<file path="src/rtl/apb_uart_pkg.sv">
// Shared types and reset/default constants for the APB-style UART arbiter.
package apb_uart_pkg;

    typedef enum logic [1:0] {
        ST_IDLE   = 2'd0,
        ST_SETUP  = 2'd1,
        ST_ACCESS = 2'd2
    } arb_state_t;

    localparam int   DEF_DATA_W      = 8;
    localparam int   DEF_TIMEOUT_CYC = 255;
    localparam logic PTR_RST         = 1'b0;

endpackage

</file>
<file path="src/rtl/apb_uart_arbiter_rr_arb2.sv">
// Two-way round-robin pick with a registered 1-bit priority pointer.
module rr_arb2
    import apb_uart_pkg::*;
(
    input  logic       clk,
    input  logic       rst,
    input  logic [1:0] req,
    input  logic       advance,
    output logic       grant_idx,
    output logic       valid
);

    logic ptr;

    always_comb begin
        valid     = |req;
        grant_idx = 1'b0;
        case (req)
            2'b01:   grant_idx = 1'b0;
            2'b10:   grant_idx = 1'b1;
            2'b11:   grant_idx = ptr;
            default: grant_idx = 1'b0;
        endcase
    end

    // The pointer always moves to the side that did not just win.
    always_ff @(posedge clk) begin
        if (rst)
            ptr <= PTR_RST;
        else if (advance)
            ptr <= ~grant_idx;
    end

endmodule

</file>
<file path="src/rtl/apb_uart_arbiter.sv">
// Two-requester arbiter driving a UART FSM through an IDLE/SETUP/ACCESS handshake.
// Optional ACCESS timeout is enabled by defining APB_UART_ARB_TIMEOUT_EN.
module apb_uart_arbiter
    import apb_uart_pkg::*;
#(
    parameter int DATA_W      = DEF_DATA_W,
    parameter int TIMEOUT_CYC = DEF_TIMEOUT_CYC
) (
    input  logic              PCLK,
    input  logic              PRESET,
    input  logic [1:0]        req_i,
    input  logic [1:0]        wr_i,
    input  logic [DATA_W-1:0] wdata0_i,
    input  logic [DATA_W-1:0] wdata1_i,
    input  logic              uart_run_flag,
    input  logic              PREADY_i,
    input  logic [DATA_W-1:0] PRDATA_i,
    output logic              transfer_o,
    output logic              PWRITE_o,
    output logic [DATA_W-1:0] PWDATA_o,
    output logic [1:0]        ack_o,
    output logic [1:0]        err_o,
    output logic [DATA_W-1:0] rdata_o,
    output logic              busy_o
);

    arb_state_t state;
    logic       gnt;
    logic       pick;
    logic       pick_valid;
    logic       start;

`ifdef APB_UART_ARB_TIMEOUT_EN
    localparam int CNT_W = $clog2(TIMEOUT_CYC + 1);
    logic [CNT_W-1:0] cnt;
    logic             timed_out;

    assign timed_out = (cnt == CNT_W'(TIMEOUT_CYC - 1));
`endif

    assign start = (state == ST_IDLE) && uart_run_flag && pick_valid;

    rr_arb2 u_rr (
        .clk       (PCLK),
        .rst       (PRESET),
        .req       (req_i),
        .advance   (start),
        .grant_idx (pick),
        .valid     (pick_valid)
    );

    // PWRITE_o/PWDATA_o double as the transfer latch; they are cleared on every return to IDLE.
    always_ff @(posedge PCLK) begin
        if (PRESET) begin
            state      <= ST_IDLE;
            gnt        <= 1'b0;
            transfer_o <= 1'b0;
            PWRITE_o   <= 1'b0;
            PWDATA_o   <= '0;
            ack_o      <= 2'b00;
            err_o      <= 2'b00;
            rdata_o    <= '0;
            busy_o     <= 1'b0;
`ifdef APB_UART_ARB_TIMEOUT_EN
            cnt        <= '0;
`endif
        end else begin
            transfer_o <= 1'b0;
            ack_o      <= 2'b00;
            err_o      <= 2'b00;
            case (state)
                ST_IDLE: begin
                    if (start) begin
                        gnt        <= pick;
                        PWRITE_o   <= wr_i[pick];
                        PWDATA_o   <= pick ? wdata1_i : wdata0_i;
                        transfer_o <= 1'b1;
                        busy_o     <= 1'b1;
                        state      <= ST_SETUP;
                    end
                end
                ST_SETUP: begin
                    if (!uart_run_flag) begin
                        err_o    <= gnt ? 2'b10 : 2'b01;
                        PWRITE_o <= 1'b0;
                        PWDATA_o <= '0;
                        busy_o   <= 1'b0;
                        state    <= ST_IDLE;
                    end else begin
`ifdef APB_UART_ARB_TIMEOUT_EN
                        cnt   <= '0;
`endif
                        state <= ST_ACCESS;
                    end
                end
                ST_ACCESS: begin
                    // Abort beats completion; completion beats timeout.
                    if (!uart_run_flag) begin
                        err_o    <= gnt ? 2'b10 : 2'b01;
                        PWRITE_o <= 1'b0;
                        PWDATA_o <= '0;
                        busy_o   <= 1'b0;
                        state    <= ST_IDLE;
                    end else if (PREADY_i) begin
                        ack_o    <= gnt ? 2'b10 : 2'b01;
                        if (!PWRITE_o)
                            rdata_o <= PRDATA_i;
                        PWRITE_o <= 1'b0;
                        PWDATA_o <= '0;
                        busy_o   <= 1'b0;
                        state    <= ST_IDLE;
`ifdef APB_UART_ARB_TIMEOUT_EN
                    end else if (timed_out) begin
                        err_o    <= gnt ? 2'b10 : 2'b01;
                        PWRITE_o <= 1'b0;
                        PWDATA_o <= '0;
                        busy_o   <= 1'b0;
                        state    <= ST_IDLE;
                    end else begin
                        cnt <= cnt + CNT_W'(1);
`endif
                    end
                end
                default: begin
                    state  <= ST_IDLE;
                    busy_o <= 1'b0;
                end
            endcase
        end
    end

endmodule

</file>
<file path="config.mk">
export PLATFORM = sky130hd
export DESIGN_NAME = apb_uart_arbiter
export DESIGN_NICKNAME = d
export VERILOG_FILES = /design/src/rtl/apb_uart_pkg.sv /design/src/rtl/apb_uart_arbiter_rr_arb2.sv /design/src/rtl/apb_uart_arbiter.sv
export SDC_FILE = /design/constraint.sdc
export NUM_CORES = 1
export LEC_CHECK = 0
export BUFFER_PORTS_ARGS = -buffer_cell sky130_fd_sc_hd__buf_2
export CAP_MARGIN = 30
export CORE_ASPECT_RATIO = 0.7
export CORE_MARGIN = 1.5
export CORE_UTILIZATION = 25
export DETAILED_ROUTE_END_ITERATION = 8
export GPL_TIMING_DRIVEN = 0
export PLACE_DENSITY = 0.5
export REMOVE_ABC_BUFFERS = 1
export SYNTH_ARGS = -nofsm -noshare
export SYNTH_HDL_FRONTEND = slang
export SYNTH_SLANG_ARGS = --single-unit
</file>
<file path="constraint.sdc">
create_clock -name PCLK -period 2 [get_ports PCLK]
set_input_delay 0.1 -clock PCLK [delete_from_list [all_inputs] [get_ports PCLK]]
set_output_delay 0.1 -clock PCLK [all_outputs]
set_load 0.02 [all_outputs]
</file>
==> metrics, run 1 <==
final WL=2729 um; Clock transition at path regs=approximately 0.090 ns; post-synthesis cell count=125; H-tree level count=1; vias per cell=4.474; distinct cell type count after synthesis=27; EDFF count, synth=0; Num CTS Buffers=3; Hold Path Class=input pin to flop; Power Internal=839.0 uW; n_diodes=0; Final setup viols=0; Starting Density=between 20% and 30%; Post-synth ARST share=0%; violated checks=DRC; family with the most delay on the worst path=compound AO/OA/AOI/OAI gates; Final nets=213; actual transition at the worst max-transition pin=about 0.53 ns; Core Region=4454 sq um; syn_area_per_cell=~9.6 sq um; largest net degree at the start of global routing=28; Worst-Skew Late Latency=about 0.27 ns; Req. time, crit path=2.18 ns; Critical Path Source Type=flop; initial antenna violation count=0; top post-synthesis cells by area=dfxtp_1 (45%), mux2i_1 (10%), nand3b_1 (5.7%), nand2_1 (5.3%), ha_1 (5.2%); Final Hold Violating Endpoints=0; Tmin final=1.797 ns; CTS Sinks=27; Longest Clk Path Bufs=2; Port Buffer Count=54; Finished Layout Cells=230; setup_tns=0 ns; post-route core utilization=34.24%; Stages on worst setup path=5; Critical-path top delay cell=a2111o_2; gpl congestion=0.7446; worst setup margin=0.2030 ns; slew margin rel.=64.85%; Die X=85.63 um; most used flip-flop cell after synthesis=dfxtp_1; site row count=20; drt pass-1 iters=6; clk_skew=0.001911 ns; Fmax=556.5 MHz; register area share after synthesis=a little under half; max-slew violation count=0; cts hold-fix bufs=0; DP Area=1478 sq um; Yosys reg bits=27; Worst Setup End Kind=flop; Chip Height=60.84 um; post-place setup slack=approximately 0.054 ns; Switching Power=373.8 uW; max-cap viol count=0; part of the power in the clock network=25.6%; Synth top area share=roughly 45%; Leak=0.7236 nW; root buffer cell=clkbuf_8; Design Power=1.213 mW; Congestion Overflow GR=0; crit share post-route=89.85%; Filler Cell Count=471; final hold slack=0.06003 ns; RSZ-0062 raised after global routing=false; Worst path max stage delay=0.50 ns; number of global-route vias before repair=973; crit path DAT=around 2 ns; Sw Ratio=30.82%; Seq pwr share=50.4%; fin area=1525 sq um; Residual DRC=5; WHS Path Cells=3; dpl hpwl=2035 um; pwr dens=795.2 nW/um^2; status=finished, violations left; YS warnings=0; VDD IR-drop max=approximately 210 uV; drt wl/cell=between 10 and 15 um; CTS tree=yes; DP Cell Count=226; I/O pins=55; area delta synth->final=27.64%; Initial DRC Count=18; reg2reg path depth=5; global-route wire length before repair=4388 um; via count=1029; Worst Setup Path Type=flop to flop; DRT antenna net count=0; Max Fanout on Critical Path=18; Logic pwr share=24.1%; Setup Fix Bufs, Post-CTS=0; biggest area consumer among synthesized cells=dfxtp_1; mapped cell area=approximately 1200 sq um; crit-path cells=inv_1 > ha_1 > and3b_4 > a2111o_2 > o31ai_1; Die ar.=5210 sq um; WP buf/inv=1; GRT Overall Usage=11.20%; share of layout cells above drive strength 1=36.00%
worst register-to-register path, cell delays in order, from the launching register on:
cell and delay, ns:
dfxtp_1 0.40, inv_1 0.10, ha_1 0.22, and3b_4 0.20
a2111o_2 0.50, o31ai_1 0.30
cells in the mapped netlist (2+ instances only):
master	n
mux2i_1	12
o31ai_1	8
nor2_1	8
ha_1	5
nand3b_1	9
inv_1	2
nand2_1	17
dfxtp_1	27
nor3_1	2
clkbuf_1	4
nand2b_1	3
a211oi_1	2
a21oi_1	9
or2_2	2
nand3_1	2
buf_6	2
path summary, 6_finish.rpt:
kind	start	end	slack [ns]
min	PRDATA_i[5]	rdata_o[5]	0.06
min reg2reg	rdata_o[5]	rdata_o[5]	0.46
max	state[0]	PWDATA_o[1]	0.20
max reg2reg	state[0]	PWDATA_o[1]	0.20
sequential cells by signal, summed over array words and instances, names as in the netlist:
signal / cells
busy_o: 1
PWDATA_o: 8
rdata_o: 8
PWRITE_o: 1
ack_o: 2
u_rr.ptr: 1
err_o: 2
transfer_o: 1
gnt: 1
state: 2
kinds of logic (layout without fill, tap and decap cells):
logic type      Yosys count  count (layout)  synth area share [%]
simple gates             46              46                 19.90
flops                    27              27                 45.24
compound gates           25              25                 14.24
mux                      12              12                 10.05
buf+inv                  10              60                 5.339
fa+ha+maj                 5               5                 5.236
cell type report:
type                       count  area [sq um]  share of cell area, %
inverter                       2         7.507                 0.4922
timing repair buffer          54         270.3                  17.72
tap                           55         68.82                  4.512
multi-input combinational     88         591.8                  38.80
clock buffer                   3         41.29                  2.707
sequential                    27         540.5                  35.44
clock inverter                 1         5.005                 0.3281
cell usage in the layout, fill, tap and decap left out, types with 3 or more instances in the layout:
cell type | Yosys | routed
dfxtp_1 | 27 | 27
clkbuf_8 | 0 | 3
ha_1 | 5 | 5
a21oi_1 | 9 | 9
o31ai_1 | 8 | 8
nand2_1 | 17 | 17
nand3b_1 | 9 | 9
buf_2 | 0 | 54
mux2i_1 | 12 | 12
nor2_1 | 8 | 8
nand2b_1 | 3 | 3
power by group through the flow:
stage          registers [mW]  logic, mW  clock network (mW)
2_1_floorplan           0.664      0.141                   0
3_3_place_gp            0.621      0.288                   0
3_5_place_dp            0.624      0.294                   0
4_1_cts                 0.612      0.295               0.324
5_1_grt                 0.618      0.325               0.352
6_report                0.611      0.292               0.310
repair_timing:
item	4_1_cts	5_1_grt
endpoints found under the setup margin	0	9
resized for setup	0	1
endpoints found under the hold margin	0	0
per-layer routing:
| metal | track usage, % | wire length, um | vias to the layer above |
|---|---|---|---|
| li1 | - | - | 536 |
| met1 | 12.90 | 1258 | 447 |
| met2 | 19.80 | 1193 | 44 |
| met3 | 5.034 | 267 | 2 |
| met4 | 2.074 | 10 | 0 |
| met5 | 0 | 0 | - |
Note: power is estimated with default switching activity, not from simulation.
==> run 2: changes to the inputs <==
- CORE_UTILIZATION: 25 -> 35
- PLACE_DENSITY: 0.5 -> 0.65
==> run 2 against run 1 <==
Effect of this change: critical path type unchanged; cell area decreased by 0.49%; sequential share of layout area grew 0.18 points; setup slack gained 0.011 ns; highest routed layer unchanged; the flow now finishes without violations; critical path depth unchanged.
==> metrics, run 2 (synthesis gave the netlist of run 1 again) <==
global-route wire length before repair=4133 um (-5.8%); drt pass-1 iters=4 (-2); CTS tree=yes; largest net degree at the start of global routing=28 (unchanged); max-slew violation count=0 (unchanged); clk_skew=0.001433 ns (-0.0004777 ns); CTS Sinks=27 (unchanged); Worst-Skew Late Latency=0.27 ns (about the same); RSZ-0062 raised after global routing=false; Initial DRC Count=42 (+24); pwr dens=794.2 nW/um^2 (-0.12%); cts hold-fix bufs=0 (unchanged); share of layout cells above drive strength 1=36.00% (unchanged); drt wl/cell=11.58 um (-2.4%); gpl congestion=0.7121 (-4.4%); Req. time, crit path=2.18 ns (about the same); max-cap viol count=0 (unchanged); Starting Density=37.20% (+10 points); Resized cells post-CTS=0 (unchanged); Residual DRC=0 (-5); slew margin rel.=65.02% (+0.17 points); Final Hold Violating Endpoints=0 (unchanged); Setup Fix Bufs, Post-CTS=0 (unchanged); Die ar.=3779 sq um (-27%); crit share post-route=89.30% (-0.55 points); post-route core utilization=47.25% (+13 points); largest registers=PWDATA_o x8, rdata_o x8; DRT antenna net count=0 (unchanged); actual transition at the worst max-transition pin=0.5234 ns (-0.002544 ns); VDD IR-drop max=334.3 uV (+61%); GRT Overall Usage=14.38% (+3.2 points); setup_tns=0 ns (unchanged); Tmin final=1.786 ns (-0.01096 ns); most frequent cells in the layout=buf_2 (54), dfxtp_1 (27), nand2_1 (17); Longest Clk Path Bufs=2 (unchanged); H-tree level count=1 (unchanged); crit path DAT=1.97 ns (about the same); commonest non-fill, non-tap cell in the layout=buf_2; Core Region=3212 sq um (-28%); Final setup viols=0 (unchanged); site row count=17 (-15%); Clock transition at path regs=0.09 ns (about the same); root buffer cell=clkbuf_8; Die X=72.84 um (-15%); area delta synth->final=27.02%; Leak=0.7199 nW (-0.52%); Max Fanout on Critical Path=18 (unchanged); Hold Path Class=input pin to flop; initial antenna violation count=0 (unchanged); I/O pins=55 (unchanged); Worst Setup End Kind=flop; Critical Path Source Type=flop; Port Buffer Count=54 (unchanged); status=finished, final reports clean; vias per cell=4.761 (+6.4%); via count=1057 (+2.7%); Final nets=213 (unchanged); Worst Setup Path Type=flop to flop; Chip Height=51.89 um (-15%); Fmax=559.9 MHz (+0.61%); Congestion Overflow GR=0 (unchanged); Num CTS Buffers=3 (unchanged); n_diodes=0 (unchanged); final WL=2571 um (-5.8%); dpl hpwl=1945 um (-4.4%); number of global-route vias before repair=1004 (+3.2%)
==> run 2: cell count changes in the layout (fill, tap and decap cells not counted) <==
cell	previous run	this run
clkinvlp_4	0	1
clkinv_2	1	0
==> run 2: metrics by stage <==
stage	hold slack, ns	instance area, sq um	setup WS, ns	instances	total power [mW]
final	0.06678	1518	0.2139	222	1.205
after global routing	0.06014	1518	0.07796	222	1.281
after CTS	0.05800	1516	0.04246	222	1.226
after detailed placement	0.3532	1468	0.08140	218	0.9160
after global placement	0.3428	1468	0.1128	218	0.9067
after floorplan	0.1691	1139	0.2664	117	0.8047
==> run 2: where the power goes <==
| part | total (mW) | internal (mW) | leakage (nW) | switching [mW] |
|---|---|---|---|---|
| Clock | 0.304 | 0.141 | 0.0217 | 0.163 |
| Combinational | 0.293 | 0.118 | 0.478 | 0.175 |
| Sequential | 0.609 | 0.583 | 0.220 | 0.0263 |
| Total | 1.21 | 0.841 | 0.720 | 0.364 |
==> run 2: metal layers <==
layer  global-route usage, %  vias to the layer above  share of wire (%)
met3                   5.620                        2                6.4
met2                   25.84                       35                 47
met1                   16.05                      484                 46
li1                        -                      536                  -
met4                   3.459                        0               0.62
met5                       0                        -                  0
==> run 2: path summary, 6_finish.rpt <==
| path | slack, ns | cells past startpoint | startpoint | endpoint |
|---|---|---|---|---|
| worst max-delay path | 0.21 | 5 | state[1] | PWDATA_o[2] |
| worst min-delay path | 0.07 | 3 | PRDATA_i[4] | rdata_o[4] |
| worst min register to register | 0.46 | 2 | rdata_o[7] | rdata_o[7] |
| worst max register to register | 0.21 | 5 | state[1] | PWDATA_o[2] |
==> run 2: cell type report <==
cell class              instances  area, sq um
fillers                       330         1694
multi-input cells              88        591.8
flip-flops and latches         27        540.5
repair buffers                 54        270.3
well taps                      47        58.81
clock buffers                   3        41.29
clock inverters                 1        7.507
inverters                       2        7.507
==> run 2: critical path, cell delays in order (launching register included) <==
cell and delay (ns):
dfxtp_1 0.40, inv_1 0.10, ha_1 0.19, and2_1 0.16, a2111o_2 0.56, o31ai_1 0.29
==> run 3: changes to the inputs <==
- CORE_MARGIN: 1.5 -> not set
- REMOVE_ABC_BUFFERS: 1 -> not set
==> run 3 against run 2 <==
Effect of this change: sequential share of layout area down 0.83 points; clock skew grew 0.0018 ns; routed wire length rose by 4.1%; clock power rose by 3%; sequential power barely moved; fmax shrank 4.6%; cell count decreased by 0.90%; die area decreased by 3.3%; global-route usage is 1.5 points higher; worst hold slack worse by 0.011 ns; non-clock buffer count up 7; cell area rose by 2.6%.
==> metrics, run 3 (synthesis gave the netlist of run 1 again) <==
status=finished, final reports clean; Critical Path Source Type=flop; setup_tns=0 ns (unchanged); root buffer cell=clkbuf_8; Reg2Reg Capture Point=PWDATA_o[5]; pwr dens=801.0 nW/um^2 (+0.86%); Critical-path top delay cell=a2111o_1; reg2reg path depth=7 (+2); CTS tree=yes; Final setup viols=0 (unchanged); fin area=1558 sq um (+2.6%); CP Launch Point=state[1]; Tmin final=1.872 ns (+0.08566 ns); Die X=71.84 um (-1.4%); Setup Fix Bufs, Post-CTS=0 (unchanged); Fmax=534.3 MHz (-4.6%); clk_skew=0.003192 ns (+0.001759 ns); actual transition at the worst max-transition pin=0.5229 ns (-0.0005729 ns); WL met1=1303 um (+11%); met3 wire len=107 um (-35%); global-route wire length before repair=4436 um (+7.3%); Chip Height=50.89 um (-1.9%); met2 WL=1243 um (+2.0%); CP endpoint=PWDATA_o[5]; crit path DAT=2.06 ns (+0.09 ns); reg2reg start=state[1]; initial antenna violation count=0 (unchanged); Congestion Overflow GR=0 (unchanged); via count=1074 (+1.6%); dpl hpwl=2103 um (+8.1%); gpl congestion=0.7858 (+10%); Longest Clk Path Bufs=2 (unchanged); GRT Overall Usage=15.85% (+1.5 points); Starting Density=37.45% (+0.25 points); largest registers=PWDATA_o x8, rdata_o x8; most frequent cells in the layout=buf_2 (53), dfxtp_1 (26), nand2_1 (17); Die ar.=3655 sq um (-3.3%); Worst path max stage delay=0.43 ns (-0.13 ns); drt wl/cell=12.17 um (+5.1%); Worst Setup End Kind=flop; RSZ-0062 raised after global routing=false; Max Fanout on Critical Path=10 (-8); vias per cell=4.882 (+2.5%); Final nets=220 (+3.3%); flop-to-flop setup slack=0.13 ns (-0.09 ns); area delta synth->final=30.37%; Num CTS Buffers=3 (unchanged); crit-path cells=inv_1 > ha_1 > clkbuf_1 > a2111o_1 > buf_6 > buf_8 > o31ai_2; Hold Path Class=input pin to flop; Clock transition at path regs=0.09 ns (about the same); crit share post-route=93.59% (+4.3 points); commonest non-fill, non-tap cell in the layout=buf_2; share of layout cells above drive strength 1=35.71% (-0.29 points); Final Hold Violating Endpoints=0 (unchanged); Residual DRC=0 (unchanged); VDD IR-drop max=416.9 uV (+25%); max-slew violation count=0 (unchanged); Leak=0.7419 nW (+3.1%); final WL=2677 um (+4.1%); DRT antenna net count=0 (unchanged); n_diodes=0 (unchanged); slew margin rel.=65.01% (about the same); CTS Sinks=27 (unchanged); largest net degree at the start of global routing=17 (-39%); site row count=17 (unchanged); Worst-Skew Late Latency=0.27 ns (about the same); Filler Cell Count=321 (-2.7%); H-tree level count=1 (unchanged); drt pass-1 iters=4 (unchanged); Port Buffer Count=53 (-1.9%); DP Area=1508 sq um (+2.7%); Core Region=3191 sq um (-0.66%); post-synthesis net count=162; Req. time, crit path=2.19 ns (about the same); max-cap viol count=0 (unchanged); Worst Setup Path Type=flop to flop; number of global-route vias before repair=1019 (+1.5%); Initial DRC Count=49 (+17%); top sig layer=met4; I/O pins=55 (unchanged)
## run 3: critical path: cells and delay by family, from the launching register on
kind / cells / cell delay [ns]
adder cells (fa/ha/maj): 1 / 0.18
buffers and inverters: 4 / 0.57
AO/OA/AOI/OAI: 2 / 0.63
flip-flops: 1 / 0.41
## run 3: power breakdown
part	total, mW	internal (mW)	switching, mW
Clock	0.314	0.141	0.173
Sequential	0.611	0.584	0.0270
Combinational	0.323	0.140	0.183
Total	1.25	0.865	0.383
## run 3: per-layer routing
metal | global-route usage [%] | vias to the layer above
li1 | - | 554
met1 | 19.46 | 491
met2 | 27.20 | 25
met3 | 4.339 | 4
met4 | 4.902 | 0
met5 | 0 | -
## run 3: through the flow
| stage | worst slack, ns | hold WS [ns] | util [%] | cells | power [mW] |
|---|---|---|---|---|---|
| 6_report | 0.1283 | 0.05615 | 48.82 | 220 | 1.248 |
| 5_1_grt | 0.03280 | 0.04069 | 48.82 | 220 | 1.332 |
| 4_1_cts | 0.07540 | 0.05006 | 48.78 | 220 | 1.262 |
| 3_3_place_gp | 0.1995 | 0.3437 | 47.25 | 216 | 0.9390 |
| 2_1_floorplan | 0.2729 | 0.2360 | - | 125 | 0.8400 |
| 3_5_place_dp | 0.1285 | 0.3466 | 47.25 | 216 | 0.9460 |
## run 3: layout make-up
type / instances / area [sq um] / share of cell area [%]
tap: 38 / 47.55 / 3.052
sequential: 27 / 541.8 / 34.78
buffer: 8 / 56.30 / 3.614
clock inverter: 1 / 7.507 / 0.4819
multi-input combinational: 88 / 590.6 / 37.91
clock buffer: 3 / 41.29 / 2.651
inverter: 2 / 7.507 / 0.4819
timing repair buffer: 53 / 265.3 / 17.03
## run 3: repair_timing
| action | CTS | global route |
|---|---|---|
| hold buffers | 0 | 0 |
| endpoints found under the setup margin | 0 | 2 |
| gates resized for setup | 0 | 1 |
## run 3: how the worst min path moves through the flow
stage                startpoint          to  slack [ns]  cells past startpoint
floorplan           PRDATA_i[0]  rdata_o[0]        0.24                      2
global placement    PRDATA_i[4]  rdata_o[4]        0.34                      3
detailed placement  PRDATA_i[4]  rdata_o[4]        0.35                      3
CTS                 PRDATA_i[4]  rdata_o[4]        0.05                      3
global route        PRDATA_i[3]  rdata_o[3]        0.04                      3
finish              PRDATA_i[4]  rdata_o[4]        0.06                      3
